==> config.mk <==
export PLATFORM = sky130hd
export DESIGN_NAME = twos_to_sign_bcd
export DESIGN_NICKNAME = d
export VERILOG_FILES = /design/src/rtl/sign_bcd_pkg.sv /design/src/rtl/full_adder.sv /design/src/rtl/twos_to_sign_bcd.sv
export SDC_FILE = /design/constraint.sdc
export NUM_CORES = 1
export LEC_CHECK = 0
export ABC_CLOCK_PERIOD_IN_PS = 1790
export CORE_ASPECT_RATIO = 1.1
export CORE_MARGIN = 10
export CORE_UTILIZATION = 50
export CTS_CLUSTER_SIZE = 20
export DETAILED_ROUTE_END_ITERATION = 10
export MAX_ROUTING_LAYER = met4
export PLACE_DENSITY = 0.84
export REMOVE_ABC_BUFFERS = 1
export SYNTH_ARGS = -nofsm -noshare
export SYNTH_HDL_FRONTEND = slang
export SYNTH_SLANG_ARGS = --single-unit
==> constraint.sdc <==
create_clock -name clk -period 1.79 [get_ports clk]
set_input_delay 0.2685 -clock clk [delete_from_list [all_inputs] [get_ports clk]]
set_output_delay 0.2685 -clock clk [all_outputs]
set_load 0.03 [all_outputs]
==> src/rtl/sign_bcd_pkg.sv <==
// rtl/sign_bcd_pkg.sv - shared types and constants for the signed-to-BCD decoder
package sign_bcd_pkg;

  localparam int DATA_W         = 8;
  localparam int BCD_W          = 12;
  localparam int CNT_W          = 3;
  localparam int BCD_ADJ_THRESH = 5;

  typedef enum logic [1:0] {
    IDLE = 2'd0,
    NEG  = 2'd1,
    BCD  = 2'd2,
    DONE = 2'd3
  } state_e;

  // Double-dabble correction applied to one digit before each shift.
  function automatic logic [3:0] bcd_adj(input logic [3:0] digit);
    return (digit >= 4'(BCD_ADJ_THRESH)) ? digit + 4'd3 : digit;
  endfunction

endpackage

==> src/rtl/full_adder.sv <==
// rtl/full_adder.sv - single-bit full adder used for serial negation
module full_adder (
  input  logic A,
  input  logic B,
  input  logic Cin,
  output logic Y,
  output logic Cout
);

  assign Y    = A ^ B ^ Cin;
  assign Cout = (A & B) | (Cin & (A ^ B));

endmodule

==> src/rtl/twos_to_sign_bcd.sv <==
// rtl/twos_to_sign_bcd.sv - bit-serial two's-complement to sign/magnitude/BCD decoder
module twos_to_sign_bcd
  import sign_bcd_pkg::*;
(
  input  logic        clk,
  input  logic        rst_n,
  input  logic        in_valid,
  output logic        in_ready,
  input  logic [7:0]  in_data,
  output logic        out_valid,
  input  logic        out_ready,
  output logic        out_sign,
  output logic [7:0]  out_mag,
  output logic [11:0] out_bcd
);

  localparam logic [CNT_W-1:0] LAST = CNT_W'(DATA_W - 1);

  state_e              state_q, state_d;
  logic [DATA_W-1:0]   shift_q, shift_d;
  logic [DATA_W-1:0]   mag_q, mag_d;
  logic [BCD_W-1:0]    acc_q, acc_d;
  logic [CNT_W-1:0]    cnt_q, cnt_d;
  logic                sign_q, sign_d;
  logic                carry_q, carry_d;
  logic                out_sign_q, out_sign_d;
  logic [DATA_W-1:0]   out_mag_q, out_mag_d;
  logic [BCD_W-1:0]    out_bcd_q, out_bcd_d;

  logic                fa_a;
  logic                fa_y;
  logic                fa_cout;
  logic [BCD_W-1:0]    acc_adj;

  // XOR with the sign makes the adder transparent for positives, invert+1 for negatives.
  assign fa_a = shift_q[0] ^ sign_q;

  full_adder u_full_adder (
    .A    (fa_a),
    .B    (1'b0),
    .Cin  (carry_q),
    .Y    (fa_y),
    .Cout (fa_cout)
  );

  assign acc_adj = {bcd_adj(acc_q[11:8]), bcd_adj(acc_q[7:4]), bcd_adj(acc_q[3:0])};

  always_comb begin
    state_d    = state_q;
    shift_d    = shift_q;
    mag_d      = mag_q;
    acc_d      = acc_q;
    cnt_d      = cnt_q;
    sign_d     = sign_q;
    carry_d    = carry_q;
    out_sign_d = out_sign_q;
    out_mag_d  = out_mag_q;
    out_bcd_d  = out_bcd_q;

    case (state_q)
      IDLE: begin
        if (in_valid) begin
          shift_d = in_data;
          sign_d  = in_data[DATA_W-1];
          carry_d = in_data[DATA_W-1];
          cnt_d   = '0;
          state_d = NEG;
        end
      end
      NEG: begin
        mag_d   = {fa_y, mag_q[DATA_W-1:1]};
        shift_d = shift_q >> 1;
        carry_d = fa_cout;
        cnt_d   = cnt_q + 1'b1;
        if (cnt_q == LAST) begin
          // The emptied shift register becomes the MSB-first feed for the BCD pass.
          shift_d = mag_d;
          carry_d = 1'b0;
          acc_d   = '0;
          cnt_d   = '0;
          state_d = BCD;
        end
      end
      BCD: begin
        acc_d   = {acc_adj[BCD_W-2:0], shift_q[DATA_W-1]};
        shift_d = shift_q << 1;
        cnt_d   = cnt_q + 1'b1;
        if (cnt_q == LAST) begin
          cnt_d      = '0;
          out_sign_d = sign_q;
          out_mag_d  = mag_q;
          out_bcd_d  = acc_d;
          state_d    = DONE;
        end
      end
      DONE: begin
        if (out_ready) begin
          state_d = IDLE;
        end
      end
      default: state_d = IDLE;
    endcase
  end

  always_ff @(posedge clk or negedge rst_n) begin
    if (!rst_n) begin
      state_q    <= IDLE;
      shift_q    <= '0;
      mag_q      <= '0;
      acc_q      <= '0;
      cnt_q      <= '0;
      sign_q     <= 1'b0;
      carry_q    <= 1'b0;
      out_sign_q <= 1'b0;
      out_mag_q  <= '0;
      out_bcd_q  <= '0;
    end else begin
      state_q    <= state_d;
      shift_q    <= shift_d;
      mag_q      <= mag_d;
      acc_q      <= acc_d;
      cnt_q      <= cnt_d;
      sign_q     <= sign_d;
      carry_q    <= carry_d;
      out_sign_q <= out_sign_d;
      out_mag_q  <= out_mag_d;
      out_bcd_q  <= out_bcd_d;
    end
  end

  assign in_ready  = (state_q == IDLE);
  assign out_valid = (state_q == DONE);
  assign out_sign  = out_sign_q;
  assign out_mag   = out_mag_q;
  assign out_bcd   = out_bcd_q;

endmodule

=== Word-level counts from Yosys, hierarchy flattened ===
Index checks and enable logic that the tools add are counted.

* Equality and inequality tests: 8
* Magnitude comparators: 3
* Bitwise operators: 3
* Reduce and logical (&&, ||, !) cells: 13
* Mux-type cells: 19
* $add $sub $neg: 4

{| class="wikitable"
|+ Operator list
! operator !! count
|-
| $pmux 12 s2 || 1
|-
| $pmux 8 s3 || 1
|-
| $mux 8 || 2
|-
| $ge 4x3->1 const B || 3
|-
| $mux 12 || 1
|-
| $reduce_and 2->1 || 6
|-
| $mux 3 || 3
|-
| $add 4x2->4 const B || 2
|-
| $mux 2 || 4
|-
| $mux 4 || 2
|-
| $pmux 2 s4 || 1
|-
| $ne 2x2->1 const B || 3
|-
| $pmux 3 s2 || 1
|-
| $reduce_bool 2->1 || 3
|-
| $eq 2x2->1 const B || 2
|-
| $reduce_and 4->1 || 1
|-
| $add 3x1->3 const B || 1
|-
| $add 3x2->3 const B || 1
|-
| $eq 3x3->1 const B || 1
|-
| $reduce_bool 3->1 || 1
|-
| $eq 2x1->1 const B || 1
|-
| $logic_not 2->1 || 1
|-
| $mux 1 || 2
|-
| $ne 2x1->1 const B || 1
|-
| other kinds (4) || 5
|}

* Output and inout bits: 23
* Register bits: 56
* Word-level logic and storage cells: 60
* Input port bits: 12

=== Longest topological paths before layout ===
* Word-level depth: 4
* Gate-level depth with buffers: 8
* Gate-level depth less buffers: 6

=== Modules after synthesis ===
A second synthesis with hierarchy kept.

* Cells, all modules: 247
* Area total of the unflattened synthesis: 2,805.2 µm²

{| class="wikitable"
|+ Modules (own cells, without submodules)
! module !! cells an instance !! seq. area each (µm²) !! area each (µm²) !! times used
|-
| twos_to_sign_bcd || 246 || 1,401.3 || 2,785.2 || 1
|-
| full_adder || 1 || 0.0 || 20.0 || 1
|}

=== Worst setup path after synthesis ===
Ideal clock, no wire load.

* Path kind: flip-flop to flip-flop
* Start: register state_q[0]
* End: register state_q[1]
* Slack: 0.104 ns
* Path buffers: 0
* Stages on the path, launching flop included: 6
* Library setup time: 0.125 ns
* Period minus slack after synthesis: 1.686 ns
* Data arrival time: 1.561 ns
* Data required time: 1.665 ns
* Cell sequence: dfrtp_1 inv_1 ha_1 nand2b_1 o221ai_1 mux2_2

* Cells in the longest elaborated chain, start to end: 3
* Elaborated cells between the ends (all ways): 10
* Those cells by class: eq/ne: 7; mux: 1; reduce/logical: 2

{| class="wikitable"
|+ RTL lines
! element !! line !! RTL
|-
| from (decl) || twos_to_sign_bcd.sv:19 || <nowiki>state_e state_q, state_d;</nowiki>
|-
| from (signal assigned) || twos_to_sign_bcd.sv:118 || <nowiki>state_q <= state_d;</nowiki>
|-
| $logic_not 2->1 * || - ||
|-
| named net in_ready || twos_to_sign_bcd.sv:8 || <nowiki>output logic in_ready,</nowiki>
|-
| $ne 2x2->1 (no line) || - ||
|-
| $reduce_and 4->1 (no line) || - ||
|}

Mark *: on every way through the listed nets, which the timed path passes. The rest lies on a longest branch.
A chain may end at the register's enable or synchronous reset.

=== Final worst setup path ===
* Start: register cnt_q[0]
* End: register shift_q[5]

* Cells in the longest elaborated chain, start to end: 3

{| class="wikitable"
|+ RTL lines
! element !! line !! RTL
|-
| from (decl) || twos_to_sign_bcd.sv:23 || <nowiki>logic [CNT_W-1:0] cnt_q, cnt_d;</nowiki>
|-
| from (signal assigned) || twos_to_sign_bcd.sv:122 || <nowiki>cnt_q <= cnt_d;</nowiki>
|-
| $eq 3x3->1 || twos_to_sign_bcd.sv:75 || <nowiki>if (cnt_q == LAST) begin</nowiki>
|-
| $mux 8 || twos_to_sign_bcd.sv:75 ||
|-
| $pmux 8 s3 || twos_to_sign_bcd.sv:60 || <nowiki>case (state_q)</nowiki>
|-
| to (signal assigned) || twos_to_sign_bcd.sv:119 || <nowiki>shift_q <= shift_d;</nowiki>
|-
| to (decl) || twos_to_sign_bcd.sv:20 || <nowiki>logic [DATA_W-1:0] shift_q, shift_d;</nowiki>
|}

No other way between the ends.

==> impl_metrics.env <==
export IMPL_clock_power_share=0.129
export IMPL_routed_wl_mm=6.02
export IMPL_period_minus_slack_ps=1770
export IMPL_num_vias=2023
export IMPL_synth_cells=246
export IMPL_ys_flop_type="dfrtp_1"
export IMPL_io_pins=35
export IMPL_path_buf_inv=1
export IMPL_cp_required_ps=2010
export IMPL_synth_top_cell_area_share=0.497
export IMPL_powerDensity_nw_per_um2=1920
export IMPL_met2_length_mm=3.10
export IMPL_critical_path_cell_chain="ha_2 -> ha_4 -> buf_12 -> mux2_4 -> a22oi_2 -> a211oi_1 -> a21o_1"
export IMPL_grtUsageTotal=0.143
export IMPL_crit_family="compound AO/OA/AOI/OAI gates"
export IMPL_ys_warnings_count=0
export IMPL_insertion_delay_ps=320
export IMPL_hp_class="input pin to async pin"
export IMPL_yosys_cell_types_count=36
export IMPL_die_w_um=91.6
export IMPL_rows=28
export IMPL_m1WireLength_mm=2.53
export IMPL_die_height_um=98.8
export IMPL_gp_congestion=0.846
export IMPL_grt_first_pass_wirelength_mm=10.4
export IMPL_slowest_stage="dfrtp_1"
export IMPL_seqPwrFrac=0.332
export IMPL_start_util=0.519
export IMPL_critPathMaxFanout=6
export IMPL_path_clk_slew_ps=110
export IMPL_vdd_drop_max_v=0.00126
export IMPL_yosys_area_top_type="dfrtp_1"
export IMPL_cts_tree="yes"
export IMPL_viasPerCell=5.45
export IMPL_wl_met3_um=226
export IMPL_wl_per_cell_um=16.2
export IMPL_worst_hold_slack_ps=456
export IMPL_p_switching_uw=2770
export IMPL_p_leak_uw=0.00155
export IMPL_port_buffers=34
export IMPL_dieArea_um2=9050
export IMPL_setup_viol=0
export IMPL_relSlewSlack=0.722
export IMPL_slowest_delay_ps=400
export IMPL_antenna_found_initial=0
export IMPL_overflow=0
export IMPL_yosysMostFrequentCell="dfrtp_1"
export IMPL_power_frac_comb=0.539
export IMPL_crit_path_start_kind="register"
export IMPL_first_pass_iters=4
export IMPL_worst_pin_slew_ps=413
export IMPL_syn_avg_cell_area_um2=11.5
export IMPL_endpoint_kind="register"
export IMPL_core_area_um2=5430
export IMPL_ys_seq_elements=56
export IMPL_drive_gt1_frac=0.253
export IMPL_final_util=0.643
export IMPL_cts_buffers=5
export IMPL_cts_root_buf="clkbuf_8"
export IMPL_yosysSeqAreaShare=0.497
export IMPL_fmax_mhz=565
export IMPL_hold_viol=0
export IMPL_crit_arrival_ps=1990
export IMPL_rsz0062_at_grt="true"
export IMPL_synthArstFlopShare=1.00
export IMPL_status="complete, no violations"
export IMPL_synth_area_um2=2820
export IMPL_syn_to_final_growth_pct=23.8
export IMPL_fin_crit_sh=0.988
export IMPL_netSwitchingFraction=0.414
export IMPL_dp_hpwl_mm=4.27
export IMPL_fin_skew_ps=12.7
export IMPL_grt_max_degree=57
export IMPL_ys_top_cells_by_area="dfrtp_1 (50%), mux2_2 (10%), ha_1 (6.7%), nand2_1 (3.1%), mux2_4 (2.7%)"
export IMPL_nets=322
export IMPL_max_cap_violations=0
export IMPL_h_tree_depth=2
export IMPL_synth_commonest_cells="dfrtp_1 (56), mux2_2 (25), nand2_1 (23)"
export IMPL_diodes=0
export IMPL_clock_sinks=56
export IMPL_path_class="register to register"
export IMPL_clockBufferDepth=2
export IMPL_antenna_left=0
export IMPL_synth_edf_count=0
export IMPL_maxUsedRoutingLayer="met4"
export IMPL_slew_viol_final=0
export IMPL_drt_initial_drc_count=94
export IMPL_drc_errors=0
export IMPL_grt_pass1_vias=2168
export IMPL_p_int_uw=3920
metal layers:
metal  track usage  vias up
met5             -        -
met4        0.0627        0
met3        0.0341       13
met2         0.237       47
met1         0.160      987
li1              -      976
registers in the layout, summed over array words and instances (netlist names):
register	count
out_bcd	12
carry_q	1
state_q	2
out_sign	1
cnt_q	3
out_mag	8
shift_q	8
acc_q	12
mag_q	8
sign_q	1
worst paths after layout:
path                       startpoint  depth (start not counted)    endpoint  slack (ps)
min in group clk           out_bcd[7]                          2  out_bcd[7]         480
min                             rst_n                          3    acc_q[4]         460
max in group asynchronous       rst_n                          3  state_q[0]        1060
max reg2reg                  cnt_q[0]                          7  shift_q[5]          20
min reg2reg                out_bcd[7]                          2  out_bcd[7]         480
max                          cnt_q[0]                          7  shift_q[5]          20
power by group through the flow:
stage	clock, uW	combinational (uW)	sequential (uW)
after floorplan	0	2170	2400
after global placement	0	3390	2200
after detailed placement	0	3540	2240
after CTS	872	3580	2220
after global routing	914	3980	2300
final	862	3610	2220
placed cells by master, fill, tap and decap left out, types with 3 or more instances in the layout:
master	instances
dfrtp_1	55
clkdlybuf4s50_1	31
mux2_2	25
nand2_1	23
buf_4	17
o21ai_1	13
inv_1	11
o21ai_0	9
nor2_1	9
ha_1	9
a21oi_1	7
o22ai_1	7
a211oi_1	6
a21o_1	6
nand2b_1	5
mux2_4	5
nor3b_1	5
ha_2	5
clkbuf_8	5
a32o_1	4
a22oi_2	4
mux2i_1	3
xnor2_1	3
worst min-delay path, stage by stage:
cell and delay (ps):
dlygate4sd3_1 520, buf_2 120, buf_12 270
final cells by class:
cell class | count | area (um2)
fillers | 421 | 1940
flip-flops and latches | 56 | 1400
multi-input cells | 167 | 1330
repair buffers | 54 | 507
well taps | 75 | 93.8
clock buffers | 5 | 68.8
clock inverters | 3 | 47.5
inverters | 11 | 41.3
what timing repair did:
item / 4_1_cts / 5_1_grt
buffers inserted: 0 / 1
endpoints found under the setup margin: 10 / 20
hold buffers: 1 / 0
hold endpoints to repair: 56 / 0
resized for setup: 5 / 8
per-stage QoR:
step | cells | area [um2] | setup slack (ps) | total power, uW | setup TNS, ps
6_report | 371 | 3490 | 20.7 | 6690 | 0
5_1_grt | 371 | 3490 | -15.4 | 7190 | -15.4
4_1_cts | 370 | 3470 | 13.2 | 6680 | 0
3_5_place_dp | 361 | 3340 | -83.3 | 5780 | -259
3_3_place_gp | 361 | 3340 | -1.33 | 5590 | -1.38
2_1_floorplan | 234 | 2750 | -238 | 4570 | -2970
cells by family after synthesis:
logic type,Yosys count,share of synthesized area
flip-flops,56,0.497
XOR/XNOR,4,0.0124
adder cells (fa/ha/maj),15,0.0665
multiplexers,34,0.141
buffers and inverters,23,0.0408
AO/OA/AOI/OAI,66,0.163
AND/OR/NAND/NOR,48,0.0790
(Power assumes the default switching activity.)
==> edit 1: new RTL, same settings <==
The package constant `CNT_W` goes from 3 to 2.
--- a/src/rtl/sign_bcd_pkg.sv
+++ b/src/rtl/sign_bcd_pkg.sv
@@ -3,7 +3,7 @@
 
   localparam int DATA_W         = 8;
   localparam int BCD_W          = 12;
-  localparam int CNT_W          = 3;
+  localparam int CNT_W          = 2;
   localparam int BCD_ADJ_THRESH = 5;
 
   typedef enum logic [1:0] {
Function: changed (Yosys sat finds a counterexample within 10 cycles, from zero or initial values and one cycle with rst_n low).
==> edit 1 against the unedited design <==
- via count down 4.2%
- worst setup slack better by 0.099 ns
- power up 0.43%
- core utilization down 1.5 points
- clock power down 20%
- cell area down 3.6%
- first-iteration DRC count down 8.5%
- critical path type unchanged
- sequential cell count down 1
- synthesized area down 1.9%
- wire length down 5.2%
- highest routed layer unchanged
- non-clock buffer count down 6
==> edit 1: results <==
grt:
  grt_max_degree: 56
  grtUsageTotal_pct: 13.4
  grt_pass1_vias: 2023
  grt_pass1_wl_mm: 9.78
outcome:
  outcome: "complete, no violations"
setup_path:
  r2r_slack_ns: 0.12
  worstPathArrival_ns: 1.86
  r2r_start: "state_q[1]"
  reg2reg_depth: 6
  r2r_end: "state_q[1]"
  cp_max_fo: 7
cells_and_area:
  fillers: 442
  n_antenna_cell: 0
  layout-drive-gt1-share_pct: 22.9
  nets: 310
cts:
  cts.clk_slew.worst_paths_ns: 0.10
  cts.htree.levels: 2
  cts_made_buffers: 5
sta:
  finClkSkew_ns: 0.00775
  tightest_slew_ns: 0.322
synthesis:
  synth_cell_types: 35
  synth_area_leaders: "dfrtp_1 50%, mux2_2 9.8%, ha_1 6.3%"
  synth-async-reset-ratio_pct: 100
  ys_top_cells_by_count: "55 x dfrtp_1, 24 x mux2_2, 23 x o21ai_0, 21 x nand2_1, 14 x ha_1"
  synth-seq-area-share_pct: 49.8
drt:
  first_iter_violations: 86
  routedWlPerCell_um: 15.9
  viasPerCell: 5.40
place:
  dpl.hpwl_mm: 4.11
  gp_congestion: 0.872
  pre_cts_ws_ns: 0.0523
pwr:
  power.leakage_nw: 1.48
  peakVddDrop_v: 0.00150
-- edit 1: cell count changes after synthesis, moves of 3 or more --
cell     unedited run  this run
buf_6               1         4
o21ai_0             9        23
o21ai_1            13         0
buf_2               5         1
-- edit 1: layout make-up --
cell class | instances | area, um2 | share of cell area (%)
timing repair buffer | 48 | 490 | 14.6
inverter | 12 | 47.5 | 1.41
clock buffer | 6 | 82.6 | 2.45
clock inverter | 1 | 5.00 | 0.149
tap | 75 | 93.8 | 2.79
sequential | 55 | 1380 | 40.9
multi-input combinational | 162 | 1270 | 37.7
-- edit 1: logic make-up after synthesis --
logic type | share of synthesized area, %
AO/OA/AOI/OAI | 17.6
XOR/XNOR | 1.27
adder cells (fa/ha/maj) | 6.33
buffers and inverters | 5.07
flip-flops | 49.8
multiplexers | 13.1
AND/OR/NAND/NOR | 6.92
-- edit 1: layer usage --
layer / GRT usage [%] / part of all wire, %
met1: 15.4 / 44
met2: 21.9 / 51
met3: 4.06 / 4.3
met4: 4.46 / 1.3
met5: - / 0
-- edit 1: what timing repair did --
action                                  in CTS  in global routing
resized for setup                            3                 11
hold endpoints to repair                    55                  0
pin swaps                                    0                  1
endpoints found under the setup margin       2                  9
hold buffers                                 1                  0
buffers inserted                             0                  1
-- edit 1: stage by stage --
step | setup TNS (ns) | area, um2 | cells | hold WS (ns)
2_1_floorplan | -2.31 | 2670 | 229 | -0.0271
3_3_place_gp | 0 | 3240 | 350 | 0.287
3_5_place_dp | 0 | 3240 | 350 | 0.291
4_1_cts | 0 | 3340 | 358 | 0.490
5_1_grt | 0 | 3370 | 359 | 0.499
6_report | 0 | 3370 | 359 | 0.476
-- edit 1: where the power goes --
part	internal, mW	switching (mW)
Sequential	1.80	0.448
Combinational	1.83	1.96
Clock	0.305	0.386
Total	3.93	2.80
-- edit 1: worst max path at each step --
stage | startpoint | to | slack (ns) | cells after the start
5_1_grt | state_q[0] | acc_q[11] | 0.001 | 6
3_3_place_gp | state_q[0] | in_ready | 0.14 | 3
6_report | state_q[1] | state_q[1] | 0.12 | 6
3_5_place_dp | acc_q[0] | acc_q[2] | 0.05 | 6
4_1_cts | state_q[0] | in_ready | 0.02 | 3
2_1_floorplan | state_q[0] | out_bcd[0] | -0.17 | 4
-- edit 1: critical path, cell delays in order, from the launching register on --
cell and delay, ns:
dfrtp_1 0.43, inv_1 0.11, ha_1 0.32, inv_4 0.09
o22ai_2 0.20, nor2_1 0.09, mux2_1 0.32
==> edit 2: new RTL, same flow settings <==
Made on the original files. Take the reset off `shift_q` and load it in a clocked block of its own.
--- a/src/rtl/twos_to_sign_bcd.sv
+++ b/src/rtl/twos_to_sign_bcd.sv
@@ -105,7 +105,6 @@
   always_ff @(posedge clk or negedge rst_n) begin
     if (!rst_n) begin
       state_q    <= IDLE;
-      shift_q    <= '0;
       mag_q      <= '0;
       acc_q      <= '0;
       cnt_q      <= '0;
@@ -116,7 +115,6 @@
       out_bcd_q  <= '0;
     end else begin
       state_q    <= state_d;
-      shift_q    <= shift_d;
       mag_q      <= mag_d;
       acc_q      <= acc_d;
       cnt_q      <= cnt_d;
@@ -128,6 +126,10 @@
     end
   end
 
+  always_ff @(posedge clk) begin
+    shift_q <= shift_d;
+  end
+
   assign in_ready  = (state_q == IDLE);
   assign out_valid = (state_q == DONE);
   assign out_sign  = out_sign_q;
Function: same outputs for any inputs over 10 cycles, from zero or initial values and one cycle with rst_n low; that may be too few to reach the edited logic, so the function may still have changed.
==> edit 2 against the unedited design <==
- sequential cell count stayed put
- non-clock buffer count is 8 lower
- cell area decreased by 3.9%
- fmax grew 5.4%
- worst setup slack improved by 0.090 ns
- critical endpoint is now acc_q[3]
- wire length shrank 5.9%
- power shrank 1.7%
- synthesized area decreased by 5.1%
- via count fell by 1.7%
- critical path type unchanged
- synthesized cell count is 2.8% lower
- sequential power up 6%
- clock skew increased by 0.00057 ns
- sequential share of layout area up 2.8 points
==> edit 2: results <==
outcome:
  outcome: "complete, no violations"
synthesis:
  synth-seq-area-share_pct: 53.9
  synth-xor-area-share_pct: 1.31
  synth-async-reset-ratio_pct: 85.7
  synthAdderAreaFrac_pct: 7.01
  synth_compound_area_share_pct: 13.9
  synth_edf_count: 8
  synth_cell_types: 33
  synth_area_per_cell_um2: 11.2
  ys_top_cells_by_count: "48 x dfrtp_1, 28 x nand2_1, 17 x nor2_1, 15 x ha_1"
  synthMuxAreaShare_pct: 10.8
  synth_area_leaders: "dfrtp_1 45%, edfxtp_1 9.0%, ha_1 7.0%"
grt:
  met2_usage_pct: 21.9
  antenna_found_initial: 0
  grt_pass1_wl_mm: 9.42
  grt_max_degree: 33
  met3_usage_pct: 3.86
  use_met1_pct: 14.3
  grtUsageTotal_pct: 13.1
cts:
  cts_made_buffers: 5
  cts.clk_slew.worst_paths_ns: 0.10
  cts.htree.levels: 2
  post-cts-setup-buffers: 0
  insertion_delay_ns: 0.32
  post_cts_resized: 2
setup_path:
  r2r_end: "acc_q[3]"
  cp_max_fo: 11
  worstPathArrival_ns: 1.90
  reg2reg_depth: 6
  crit_type: "register to register"
  r2r_slack_ns: 0.11
  cp_top_family: "compound AO/OA/AOI/OAI gates"
  cp_slowest_stage_delay_ns: 0.40
  r2r_start: "cnt_q[0]"
pwr:
  peakVddDrop_v: 0.00110
  power.leakage_nw: 1.46
place:
  dpl.hpwl_mm: 4.02
  pre_cts_ws_ns: -0.00781
  post_dp_cell_area_mm2: 0.00318
  gp_congestion: 0.827
  place_inst: 347
drt:
  wirelength_mm: 5.67
  first_iter_violations: 124
  routed.top_layer: "met4"
  viasPerCell: 5.59
  dr_wl_met3_um: 286
  m1WireLength_mm: 2.39
  wl_met2_mm: 2.90
cells_and_area:
  final-instance-count-excl-fill: 356
  layout-drive-gt1-share_pct: 17.6
  nets: 310
  area_growth_pct: 25.4
  fillers: 386
sta:
  timing.final.crit_share_pct: 93.8
  finClkSkew_ns: 0.0133
  whs_ns: 0.420
  max_slew_margin_pct: 69.3
## edit 2: changes by cell type in the layout (fill, tap and decap cells not counted), moves of 7 or more
| cell | before | now |
|---|---|---|
| buf_4 | 17 | 9 |
| dfrtp_1 | 55 | 48 |
| edfxtp_1 | 0 | 8 |
| mux2_1 | 1 | 11 |
| mux2_2 | 25 | 13 |
| nor2_1 | 9 | 16 |
## edit 2: area by class of cell
| class | count | area share [%] |
|---|---|---|
| tap | 72 | 2.68 |
| clock inverter | 1 | 0.224 |
| clock buffer | 7 | 2.57 |
| timing repair buffer | 46 | 13.8 |
| sequential | 56 | 42.9 |
| multi-input combinational | 162 | 36.5 |
| inverter | 12 | 1.34 |
## edit 2: where the power goes
| part | switching [mW] | internal [mW] | total, mW |
|---|---|---|---|
| clock | 0.413 | 0.315 | 0.729 |
| combinational | 1.91 | 1.58 | 3.49 |
| sequential | 0.435 | 1.92 | 2.36 |
